<file path="config.mk">
export PLATFORM = sky130hd
export DESIGN_NAME = writeback_arbiter
export DESIGN_NICKNAME = d
export VERILOG_FILES = /design/src/rtl/writeback_arbiter.sv
export SDC_FILE = /design/constraint.sdc
export NUM_CORES = 1
export LEC_CHECK = 0
export BUFFER_PORTS_ARGS = -buffer_cell sky130_fd_sc_hd__buf_2
export CORE_AREA = 2 2 169 171
export CTS_CLUSTER_SIZE = 12
export DETAILED_ROUTE_END_ITERATION = 10
export DIE_AREA = 0 0 171 173
export PLACE_DENSITY = 0.61
export SYNTH_ARGS = -nofsm -noshare
export SYNTH_HDL_FRONTEND = slang
export SYNTH_SLANG_ARGS = --single-unit
</file>
<file path="constraint.sdc">
create_clock -name clock -period 7.4 [get_ports clock]
set_input_delay 1.48 -clock clock [delete_from_list [all_inputs] [get_ports clock]]
set_output_delay 1.48 -clock clock [all_outputs]
set_load 0.05 [all_outputs]
</file>
<file path="src/rtl/writeback_arbiter.sv">
// writeback_arbiter: merges single-cycle ALU results and buffered load
// returns onto one register-bank write port, with a pending-load scoreboard.
module writeback_arbiter #(
    parameter int DEPTH = 4
) (
    input  logic        clock,
    input  logic        reset,
    input  logic        alu_valid,
    input  logic [7:0]  alu_rd,
    input  logic [31:0] alu_data,
    output logic        alu_stall,
    input  logic        ld_issue,
    input  logic [7:0]  ld_rd,
    input  logic        mem_valid,
    input  logic [7:0]  mem_rd,
    input  logic [31:0] mem_data,
    output logic        mem_ready,
    output logic        write_enable,
    output logic [7:0]  rw,
    output logic [31:0] data,
    output logic [31:0] busy_mask,
    output logic        overflow
);
    localparam int AW = $clog2(DEPTH);
    localparam logic [AW:0] C_DEPTH = (AW+1)'(DEPTH);

    logic [4:0]    r_fifo_rd   [DEPTH];
    logic [31:0]   r_fifo_data [DEPTH];
    logic [AW-1:0] r_wptr;
    logic [AW-1:0] r_rptr;
    logic [AW:0]   r_count;
    logic [31:0]   r_busy;
    logic          r_ovf;
    logic          r_we;
    logic [7:0]    r_rw;
    logic [31:0]   r_data;

    logic        w_full;
    logic        w_empty;
    logic        w_alu_ok;
    logic        w_sel_head;
    logic        w_sel_alu;
    logic        w_push;
    logic        w_pop;
    logic [4:0]  w_head_rd;
    logic [31:0] w_head_data;
    logic [4:0]  w_win_rd;
    logic [31:0] w_win_data;
    logic [31:0] w_set;
    logic [31:0] w_clr;
    logic        w_unused;

    // Only the low five bits of each register index are meaningful.
    assign w_unused = ^{alu_rd[7:5], ld_rd[7:5], mem_rd[7:5]};

    assign w_full      = (r_count == C_DEPTH);
    assign w_empty     = (r_count == '0);
    assign w_head_rd   = r_fifo_rd[r_rptr];
    assign w_head_data = r_fifo_data[r_rptr];
    assign w_alu_ok    = alu_valid && !r_busy[alu_rd[4:0]];

    // Priority select: full FIFO, then hazard-free ALU, then queued load.
    always_comb begin
        w_sel_head = 1'b0;
        w_sel_alu  = 1'b0;
        if (reset) begin
            if (w_full) begin
                w_sel_head = 1'b1;
            end else if (w_alu_ok) begin
                w_sel_alu = 1'b1;
            end else if (!w_empty) begin
                w_sel_head = 1'b1;
            end
        end
    end

    assign w_win_rd   = w_sel_head ? w_head_rd : alu_rd[4:0];
    assign w_win_data = w_sel_head ? w_head_data : alu_data;

    assign mem_ready = (r_count < C_DEPTH) && reset;
    assign alu_stall = alu_valid && !w_sel_alu;
    assign w_push    = mem_valid && mem_ready;
    assign w_pop     = w_sel_head;

    assign w_set = (ld_issue && (ld_rd[4:0] != 5'd0))
                 ? (32'd1 << ld_rd[4:0]) : 32'd0;
    assign w_clr = w_pop ? (32'd1 << w_head_rd) : 32'd0;

    // Load-return storage; contents need no reset since count guards them.
    always_ff @(posedge clock) begin
        if (w_push) begin
            r_fifo_rd[r_wptr]   <= mem_rd[4:0];
            r_fifo_data[r_wptr] <= mem_data;
        end
    end

    // Pointers, occupancy, scoreboard, overflow and the registered write port.
    always_ff @(posedge clock) begin
        if (!reset) begin
            r_wptr  <= '0;
            r_rptr  <= '0;
            r_count <= '0;
            r_busy  <= '0;
            r_ovf   <= 1'b0;
            r_we    <= 1'b0;
            r_rw    <= '0;
            r_data  <= '0;
        end else begin
            if (w_push) begin
                r_wptr <= r_wptr + AW'(1);
            end
            if (w_pop) begin
                r_rptr <= r_rptr + AW'(1);
            end
            r_count <= r_count + (AW+1)'(w_push) - (AW+1)'(w_pop);
            r_busy  <= ((r_busy & ~w_clr) | w_set) & ~32'd1;
            if (mem_valid && !mem_ready) begin
                r_ovf <= 1'b1;
            end
            if (w_sel_head || w_sel_alu) begin
                r_we   <= (w_win_rd != 5'd0);
                r_rw   <= {3'b000, w_win_rd};
                r_data <= w_win_data;
            end else begin
                r_we   <= 1'b0;
                r_rw   <= '0;
                r_data <= '0;
            end
        end
    end

    assign write_enable = r_we;
    assign rw           = r_rw;
    assign data         = r_data;
    assign busy_mask    = r_busy;
    assign overflow     = r_ovf;

endmodule
</file>
==> qor.yml, run 1 <==
run_status:
  status: "completed"
synth:
  synth_area_leaders: "edfxtp_1 (51%), dfxtp_1 (18%), mux4_2 (10%), a22o_1 (3.7%), nand2_1 (3.3%)"
  netlist-cell-type-count: 40
  async_flop_share_pct: 0
  synth_top_area_share_pct: 50.8
  synth_area_mm2: 0.00875
  synth_area_per_cell_um2: 15.8
  yosys_most_used_dff: "edfxtp_1"
  synth_warnings: 0
  synth_edf_count: 148
  ys_seq_area_share_pct: 68.9
  ys_ff_latch: 227
  synth_common_cells: "edfxtp_1 (148), dfxtp_1 (79), nand2_1 (78)"
  synth.most_common_cell: "edfxtp_1"
  synth_cells: 555
  netlist.top_cell.by_area: "edfxtp_1"
die:
  core_area_mm2: 0.0276
  start_util_pct: 31.7
  die_area_mm2: 0.0296
  die_y_um: 173
  die_x_um: 171
  row_count: 61
  pin_count: 169
placement:
  dpl_worst_slack_ps: 2190
  dp.cells: 1061
  dp_hpwl_um: 12900
  numPortBuffers: 155
  place.gp.congestion: 0.824
global_route:
  overflow: 0
  grt_pass1_wl_um: 31500
  antenna_found_initial: 4
  grt_pass1_vias: 5562
  grtUsageTotal_pct: 13.7
  grt_max_degree: 40
clock_network:
  cts_hold_buf: 0
  post_cts_buffers: 0
  insertion_delay_ps: 510
  ctsHtreeMaxLevel: 1
  cts_sinks: 227
  cts.reportedPaths.clkPinSlew_ps: 60
  root_buffer: "clkbuf_16"
  cts.path.max_buffers: 3
  ctsResizeCount: 0
  cts_tree: "done"
  cts_inserted_buffers: 25
worst_setup_path:
  cpPeakStageDelay_ps: 420
  path_depth: 8
  crit_path_max_fanout: 18
  cp-start-kind: "input pin"
  cpMaxStageDelayCell: "buf_2"
  worst-path-buf-inv: 2
  crit_required_ps: 5920
  crit_path_end_kind: "output pin"
  cp.arrival_ps: 3710
  cp_top_family: "compound AO/OA/AOI/OAI gates"
  critPathKind: "in2out"
  reg2regPathDepth: 12
  cpMostUsedCell: "buf_2"
  path_cells: "buf_2 -> mux2_1 -> a221o_1 -> a311o_1 -> a31oi_1 -> a21boi_4 -> nor2b_1 -> buf_2"
power:
  power.density_mw_per_mm2: 338
  p_leak_uw: 0.00403
  ir_drop_v: 0.000182
sta:
  max_freq_mhz: 193
  min_period_ps: 5190
  skew_ps: 13.4
  rsz0062_at_grt: "false"
  max_slew_margin_pct: 22.2
  tightestPinTransition_ps: 1160
  layout_setup_ws_ps: 2210
  setup_viol_count_final: 0
  final_max_slew_viol_count: 0
  final_hold_viol_count: 0
  setup_tns_ps: 0
  finalCritPeriodShare_pct: 70.1
route:
  dr.pass1.iters: 4
  postRouteAntennaNets: 0
  drc: 0
  drtIter0Drc: 357
  wl_per_cell_um: 18.5
  vias: 5323
  wirelength_um: 20500
  viasPerCell: 4.81
cells_and_area:
  fin_nets: 810
  area_growth_pct: 21.5
  drive_gt1_share_pct: 33.5
  layout.cells.non_filler: 1107
  fillCellCount: 2622
min_path:
  min-delay-path-class: "reg2reg"
  hold_depth: 2
flow_run:
  maxCapViolations: 0
stage by stage:
step	total power, uW	util (%)	hold slack (ps)	cell area (um^2)
after floorplan	2240	-	459	8760
after global placement	2480	35.7	468	9880
after detailed placement	2490	35.7	468	9880
after CTS	3650	38.5	485	10600
after global routing	3770	38.5	523	10600
final	3600	38.5	479	10600
layout by cell type, fill, tap and decap left out, drive strengths merged, types with 2 or more instances in the layout:
cell / synthesis / layout
buf: 17 / 160
nand3: 3 / 3
and2: 5 / 5
clkbuf: 18 / 39
nor2: 15 / 15
and3: 5 / 5
mux2i: 14 / 14
a22o: 37 / 37
nor2b: 7 / 7
ha: 6 / 6
xnor2: 3 / 3
or3: 6 / 6
edfxtp: 148 / 148
or4: 2 / 2
dfxtp: 79 / 79
nand2: 78 / 78
o21ai: 4 / 4
o311ai: 29 / 29
clkinv: 1 / 6
nand2b: 8 / 8
a21oi: 4 / 4
nor3: 6 / 6
a32o: 2 / 2
mux4: 40 / 40
a31oi: 2 / 2
nand3b: 2 / 2
conb: 1 / 4
inv: 5 / 6
worst min-delay path, delay by kind of cell, from the launching register on:
kind            cells  cell delay [ps]
simple gates        1               70
compound gates      1               50
flops               1              330
where the power goes:
part	leakage (uW)	internal, uW	switching [uW]
logic	0.00167	315	628
registers	0.00199	1470	38.3
clock network	0.000372	667	479
total	0.00403	2450	1150
cell families (layout without fill, tap and decap cells):
kind of cell	after synthesis	in the layout	share of synthesized area (%)
compound gates	83	83	7.98
xor+xnor	3	3	0.300
fa+ha+maj	7	7	1.09
buf+inv	41	211	2.56
flops	227	227	68.9
mux	55	55	12.0
other cells	1	5	0.0429
simple gates	138	138	7.15
routing by layer:
layer	global-route usage [%]	up-vias	share of wire, %
li1	-	2482	-
met1	18.1	2613	43
met2	22.4	189	48
met3	3.87	33	7.5
met4	3.18	6	1.6
met5	0	-	0.21
registers in the layout (all words and copies together), names as in the netlist, named ones only:
| signal | cells |
|---|---|
| busy_mask | 31 |
| data | 32 |
| overflow | 1 |
| r_count | 3 |
| r_fifo_data | 128 |
| r_fifo_rd | 20 |
| r_rptr | 2 |
| r_wptr | 2 |
| rw | 5 |
| write_enable | 1 |
cell type report:
| cell class | instances | area (um^2) | area share [%] |
|---|---|---|---|
| diodes | 1 | 2.50 | 0.0235 |
| clock buffers | 39 | 719 | 6.77 |
| inverters | 6 | 22.5 | 0.212 |
| flip-flops and latches | 227 | 6030 | 56.7 |
| multi-input cells | 290 | 2540 | 23.9 |
| clock inverters | 6 | 35.0 | 0.329 |
| repair buffers | 160 | 813 | 7.65 |
| well taps | 378 | 473 | 4.45 |
worst paths after layout:
check / start / end / slack [ps]
setup / recovery: alu_rd[2] / alu_stall / 2210
hold / removal: overflow$_SDFFE_PN0P_ / overflow$_SDFFE_PN0P_ / 480
setup reg to reg: busy_mask[5]$_SDFF_PN0_ / r_count[2]$_SDFF_PN0_ / 4120
hold reg to reg: overflow$_SDFFE_PN0P_ / overflow$_SDFFE_PN0P_ / 480
Power figures use the tool's default switching activity.
==> inputs of run 2 (changes only) <==
--- a/config.mk
+++ b/config.mk
@@ -5,11 +5,12 @@
 export SDC_FILE = /design/constraint.sdc
 export NUM_CORES = 1
 export LEC_CHECK = 0
+export ABC_AREA = 1
 export BUFFER_PORTS_ARGS = -buffer_cell sky130_fd_sc_hd__buf_2
-export CORE_AREA = 2 2 169 171
+export CORE_AREA = 2 2 173 175
 export CTS_CLUSTER_SIZE = 12
 export DETAILED_ROUTE_END_ITERATION = 10
-export DIE_AREA = 0 0 171 173
+export DIE_AREA = 0 0 175 177
 export PLACE_DENSITY = 0.61
 export SYNTH_ARGS = -nofsm -noshare
 export SYNTH_HDL_FRONTEND = slang
==> constraint.sdc (replaced) <==
create_clock -name clock -period 5.4 [get_ports clock]
set_input_delay 1.08 -clock clock [delete_from_list [all_inputs] [get_ports clock]]
set_output_delay 1.08 -clock clock [all_outputs]
set_load 0.05 [all_outputs]
==> qor.yml, run 2 <==
power:
  power_report.internal_total_uw: 3330
  power.density_mw_per_mm2: 465
  p_comb_share_pct: 28.4
  ir_drop_v: 0.000331
  p_sw_uw: 1840
  power_frac_seq_pct: 39.8
  switching_share_pct: 35.6
  clockPowerShare_pct: 31.8
  p_leak_uw: 0.00448
global_route:
  grt_pass1_wl_um: 36700
  overflow: 0
  grt_max_degree: 76
  antenna_found_initial: 5
  grtUsageTotal_pct: 15.1
  grt_pass1_vias: 6570
sta:
  tightestPinTransition_ps: 782
  skew_ps: 11.2
  setup_tns_ps: 0
  final_max_slew_viol_count: 0
  final_hold_viol_count: 0
  finalCritPeriodShare_pct: 73.1
  rsz0062_at_grt: "false"
  max_slew_margin_pct: 47.8
  layout_setup_ws_ps: 1450
  setup_viol_count_final: 0
  max_freq_mhz: 253
  min_period_ps: 3950
route:
  wl_per_cell_um: 16.3
  postRouteAntennaNets: 0
  drtIter0Drc: 626
  viasPerCell: 4.73
  wirelength_um: 23500
  vias: 6824
  dr.pass1.iters: 5
  drc: 0
placement:
  dpl_worst_slack_ps: 888
  numPortBuffers: 155
  placed_cell_area_mm2: 0.0103
  dp_hpwl_um: 15000
  place.gp.congestion: 0.843
synth:
  yosys_most_used_dff: "edfxtp_1"
  synth_common_cells: "edfxtp_1 (148), nand2_1 (123), o21ai_0 (103)"
  synth.most_common_cell: "edfxtp_1"
  synth_area_leaders: "edfxtp_1 (48%), dfxtp_1 (17%), o21ai_0 (5.6%), nand2_1 (5.0%), nor2_1 (4.0%)"
  async_flop_share_pct: 0
  netlist.top_cell.by_area: "edfxtp_1"
  synth_area_per_cell_um2: 10.4
  synth_area_mm2: 0.00920
  synth_cells: 886
  synth_edf_count: 148
  ys_ff_latch: 227
  netlist-cell-type-count: 34
  synth_top_area_share_pct: 48.3
  synth_warnings: 0
  ys_seq_area_share_pct: 65.5
cells_and_area:
  largest_reg_flops: 128
  top_register: "r_fifo_data"
  area_growth_pct: 20.9
  final_common_cell: "buf_2"
  drive_gt1_share_pct: 20.9
  fin_nets: 1129
  utilization_pct: 38.0
  final_area_mm2: 0.0111
  final_cell_mix: "buf_2 (155), edfxtp_1 (148), nand2_1 (123), o21ai_0 (103), nor2_1 (95)"
die:
  core_area_mm2: 0.0292
  die_y_um: 177
  pin_count: 169
  start_util_pct: 31.5
  die_area_mm2: 0.0310
  die_x_um: 175
  row_count: 63
clock_network:
  cts_sinks: 227
  post_cts_buffers: 0
  insertion_delay_ps: 530
  cts_hold_buf: 0
  cts_tree: "done"
  cts_inserted_buffers: 26
  ctsResizeCount: 0
  root_buffer: "clkbuf_16"
  cts.path.max_buffers: 3
  cts.reportedPaths.clkPinSlew_ps: 50
  ctsHtreeMaxLevel: 1
worst_setup_path:
  critPathKind: "in2reg"
  crit_required_ps: 5800
  cp-start-kind: "input pin"
  crit_path_end_kind: "flop"
  reg2reg_slack_ps: 2090
  cp.arrival_ps: 4340
  crit_path_max_fanout: 41
  reg2regPathDepth: 14
flow_run:
  maxCapViolations: 0
min_path:
  min-delay-path-class: "reg2reg"
  hold_depth: 2
run_status:
  status: "completed"
run 2: cell count changes after synthesis, sizes merged, moves of 37 or more:
cell   delta
a21oi    +51
a22o     -37
inv      +71
mux4     -40
nand2    +47
nand3    +42
nor2     +84
o21ai   +119
run 2: area by class of cell:
type                            count  area (um^2)
Antenna cell                        3         7.51
Clock buffer                       39          749
Clock inverter                      9         66.3
Fill cell                        2858        18100
Inverter                           78          298
Multi-Input combinational cell    532         2650
Sequential cell                   227         6030
Tap cell                          390          488
Timing Repair Buffer              164          843
run 2: per-stage QoR:
step | cells | total power (uW) | hold WS [ps]
after global placement | 1391 | 3560 | 445
final | 1442 | 5170 | 462
after detailed placement | 1391 | 3580 | 459
after CTS | 1439 | 5230 | 473
after global routing | 1441 | 5460 | 508
after floorplan | 889 | 3190 | 437
run 2: path summary, 6_finish.rpt:
path / from / end
max: alu_rd[0] / r_count[2]$_SDFF_PN0_
min: overflow$_SDFFE_PN0P_ / overflow$_SDFFE_PN0P_
max reg2reg: busy_mask[4]$_SDFF_PN0_ / r_count[2]$_SDFF_PN0_
min reg2reg: overflow$_SDFFE_PN0P_ / overflow$_SDFFE_PN0P_
run 2: kinds of logic (layout without fill, tap and decap cells):
group | count (synthesis) | after routing | share of synthesized area (%)
other | 1 | 7 | 0.0407
XOR/XNOR | 3 | 3 | 0.286
buffers and inverters | 130 | 290 | 6.24
flip-flops | 227 | 227 | 65.5
AO/OA/AOI/OAI | 237 | 237 | 14.2
AND/OR/NAND/NOR | 281 | 281 | 12.7
adder cells (fa/ha/maj) | 7 | 7 | 1.03
run 2: power groups by stage:
stage	Sequential (uW)	Combinational (uW)	Clock (uW)
after floorplan	2410	785	0
after global placement	2090	1470	0
after detailed placement	2090	1480	0
after CTS	2060	1490	1690
after global routing	2070	1630	1760
final	2060	1470	1650
run 2: worst max-delay path: stages:
cell	delay [ps]
buf_2	320
inv_4	140
or2_1	230
nand2_1	50
nand3_1	70
nand3_1	80
nand3_1	60
nand2_1	120
nand3_2	170
nand3_4	450
inv_4	320
ha_1	390
inv_1	40
ha_1	190
fa_1	400
xor2_1	160
nor2_1	50
run 2: routing by layer:
metal,global-route usage (%),up-vias,wire length (um)
met5,0,-,27
met4,4.44,4,616
met3,3.03,51,1440
met2,25.1,229,11100
met1,19.9,3189,10300
li1,-,3351,-
==> inputs of run 3 (changes only) <==
--- a/config.mk
+++ b/config.mk
@@ -5,12 +5,12 @@
 export SDC_FILE = /design/constraint.sdc
 export NUM_CORES = 1
 export LEC_CHECK = 0
-export ABC_AREA = 1
+export ABC_AREA = 0
 export BUFFER_PORTS_ARGS = -buffer_cell sky130_fd_sc_hd__buf_2
-export CORE_AREA = 2 2 173 175
+export CORE_AREA = 2 2 169 171
 export CTS_CLUSTER_SIZE = 12
 export DETAILED_ROUTE_END_ITERATION = 10
-export DIE_AREA = 0 0 175 177
+export DIE_AREA = 0 0 171 173
 export PLACE_DENSITY = 0.61
 export SYNTH_ARGS = -nofsm -noshare
 export SYNTH_HDL_FRONTEND = slang
==> constraint.sdc (replaced) <==
create_clock -name clock -period 3.8 [get_ports clock]
set_input_delay 0.76 -clock clock [delete_from_list [all_inputs] [get_ports clock]]
set_output_delay 0.76 -clock clock [all_outputs]
set_load 0.05 [all_outputs]
==> qor.yml, run 3 (synthesized netlist as in run 1, its figures left out) <==
clock_network:
  cts_inserted_buffers: 24
  cts_tree: "done"
  ctsHtreeMaxLevel: 1
  post_cts_buffers: 0
  cts.path.max_buffers: 3
  cts_sinks: 227
  insertion_delay_ps: 520
  cts_hold_buf: 0
  cts.reportedPaths.clkPinSlew_ps: 60
  ctsResizeCount: 0
  root_buffer: "clkbuf_16"
die:
  die_x_um: 171
  start_util_pct: 31.7
  core_area_mm2: 0.0276
  pin_count: 169
  die_y_um: 173
  die_area_mm2: 0.0296
  row_count: 61
route:
  wl_per_cell_um: 18.5
  viasPerCell: 4.85
  postRouteAntennaNets: 0
  wirelength_um: 20700
  dr.pass1.iters: 4
  vias: 5426
  drc: 0
  drtIter0Drc: 323
sta:
  skew_ps: 15.2
  rsz0062_at_grt: "false"
  max_slew_margin_pct: 42.5
  tightestPinTransition_ps: 855
  setup_viol_count_final: 0
  finalCritPeriodShare_pct: 89.1
  max_freq_mhz: 295
  final_max_slew_viol_count: 0
  hold_ws_ps: 454
  final_hold_viol_count: 0
  min_period_ps: 3390
  setup_tns_ps: 0
global_route:
  grtUsageTotal_pct: 13.7
  grt_max_degree: 39
  overflow: 0
  top_usage_layer: "met2"
  grt_use_met1_pct: 18.3
  grt_pass1_wl_um: 31500
  gr-usage-met3_pct: 3.46
  antenna_found_initial: 7
  use_met2_pct: 22.3
  grt_pass1_vias: 5462
power:
  p_leak_uw: 0.00409
  ir_drop_v: 0.000368
  power.density_mw_per_mm2: 655
  total_power_uw: 7030
cells_and_area:
  area_growth_pct: 22.6
  fin_nets: 821
  drive_gt1_share_pct: 34.7
  largest_reg_flops: 128
  top_register: "r_fifo_data"
  fillCellCount: 2630
  final_common_cell: "buf_2"
  final_cell_mix: "buf_2 (155), edfxtp_1 (148), nand2_1 (78), dfxtp_1 (77), mux4_2 (40)"
worst_setup_path:
  crit_required_ps: 3040
  cp_top_family: "multiplexers"
  cpMostUsedCell: "buf_2"
  critPathKind: "in2out"
  path_depth: 9
  cp.arrival_ps: 2630
  worst-path-buf-inv: 3
  path_cells: "buf_2 -> buf_4 -> mux2i_1 -> mux4_2 -> a22oi_2 -> a31oi_1 -> a21boi_4 -> nor2b_1 -> buf_2"
  cpMaxStageDelayCell: "mux4_2"
  crit_path_end_kind: "output pin"
  cp-start-kind: "input pin"
  reg2regPathDepth: 11
  cpPeakStageDelay_ps: 480
  crit_path_max_fanout: 10
flow_run:
  maxCapViolations: 0
placement:
  numPortBuffers: 155
  place.gp.congestion: 0.808
  dp_hpwl_um: 13500
min_path:
  min-delay-path-class: "in2reg"
  hold_depth: 2
run_status:
  status: "completed"
-- run 3: cell count changes in the layout (fill, tap and decap cells not counted), sizes merged, moves of 14 or more --
cell / delta
nor2: -84
o311ai: +29
o22ai: -32
a22o: +37
a21oi: -51
inv: -73
o21ai: -119
nand3: -42
mux2i: +14
o21bai: -22
nand2: -47
mux4: +40
-- run 3: final timing paths --
| kind | startpoint | to | slack [ps] |
|---|---|---|---|
| worst max-delay path | alu_rd[2] | alu_stall | 410 |
| worst min register to register | overflow$_SDFFE_PN0P_ | overflow$_SDFFE_PN0P_ | 490 |
| worst min-delay path | alu_data[25] | data[25]$_SDFF_PN0_ | 450 |
| worst max register to register | busy_mask[1]$_SDFF_PN0_ | r_count[2]$_SDFF_PN0_ | 890 |
-- run 3: routing by layer --
| metal | part of all wire [%] | vias up |
|---|---|---|
| li1 | - | 2500 |
| met1 | 43 | 2661 |
| met2 | 47 | 208 |
| met3 | 7.2 | 47 |
| met4 | 2.1 | 10 |
| met5 | 0.32 | - |
-- run 3: layout make-up --
type / count / area [um^2] / area share, %
clock inverter: 5 / 61.3 / 0.571
antenna: 2 / 5.00 / 0.0467
tap: 378 / 473 / 4.41
inverter: 6 / 22.5 / 0.210
sequential: 227 / 6030 / 56.2
timing repair buffer: 172 / 903 / 8.42
clock buffer: 38 / 694 / 6.47
multi-input combinational: 290 / 2540 / 23.7
-- run 3: metrics by stage --
stage,instance area [um^2],std cells,utilization (%),worst slack [ps]
2_1_floorplan,8760,558,-,81.3
3_3_place_gp,9970,1073,36.1,263
3_5_place_dp,9970,1073,36.1,275
4_1_cts,10700,1116,38.8,379
5_1_grt,10700,1117,38.8,319
6_report,10700,1118,38.8,413
-- run 3: worst register-to-register path, delay by kind of cell, from the launching register on --
family	cells	cell delay (ps)
adder cells (fa/ha/maj)	3	880
AO/OA/AOI/OAI	3	960
flip-flops	1	340
AND/OR/NAND/NOR	2	130
buffers and inverters	1	40
XOR/XNOR	1	160
multiplexers	1	290
-- run 3: where the power goes --
part / switching [uW] / total [uW] / internal (uW) / leakage (uW)
sequential: 150 / 3010 / 2860 / 0.00199
combinational: 1160 / 1780 / 625 / 0.00173
clock: 917 / 2240 / 1320 / 0.000372
total: 2220 / 7030 / 4810 / 0.00409
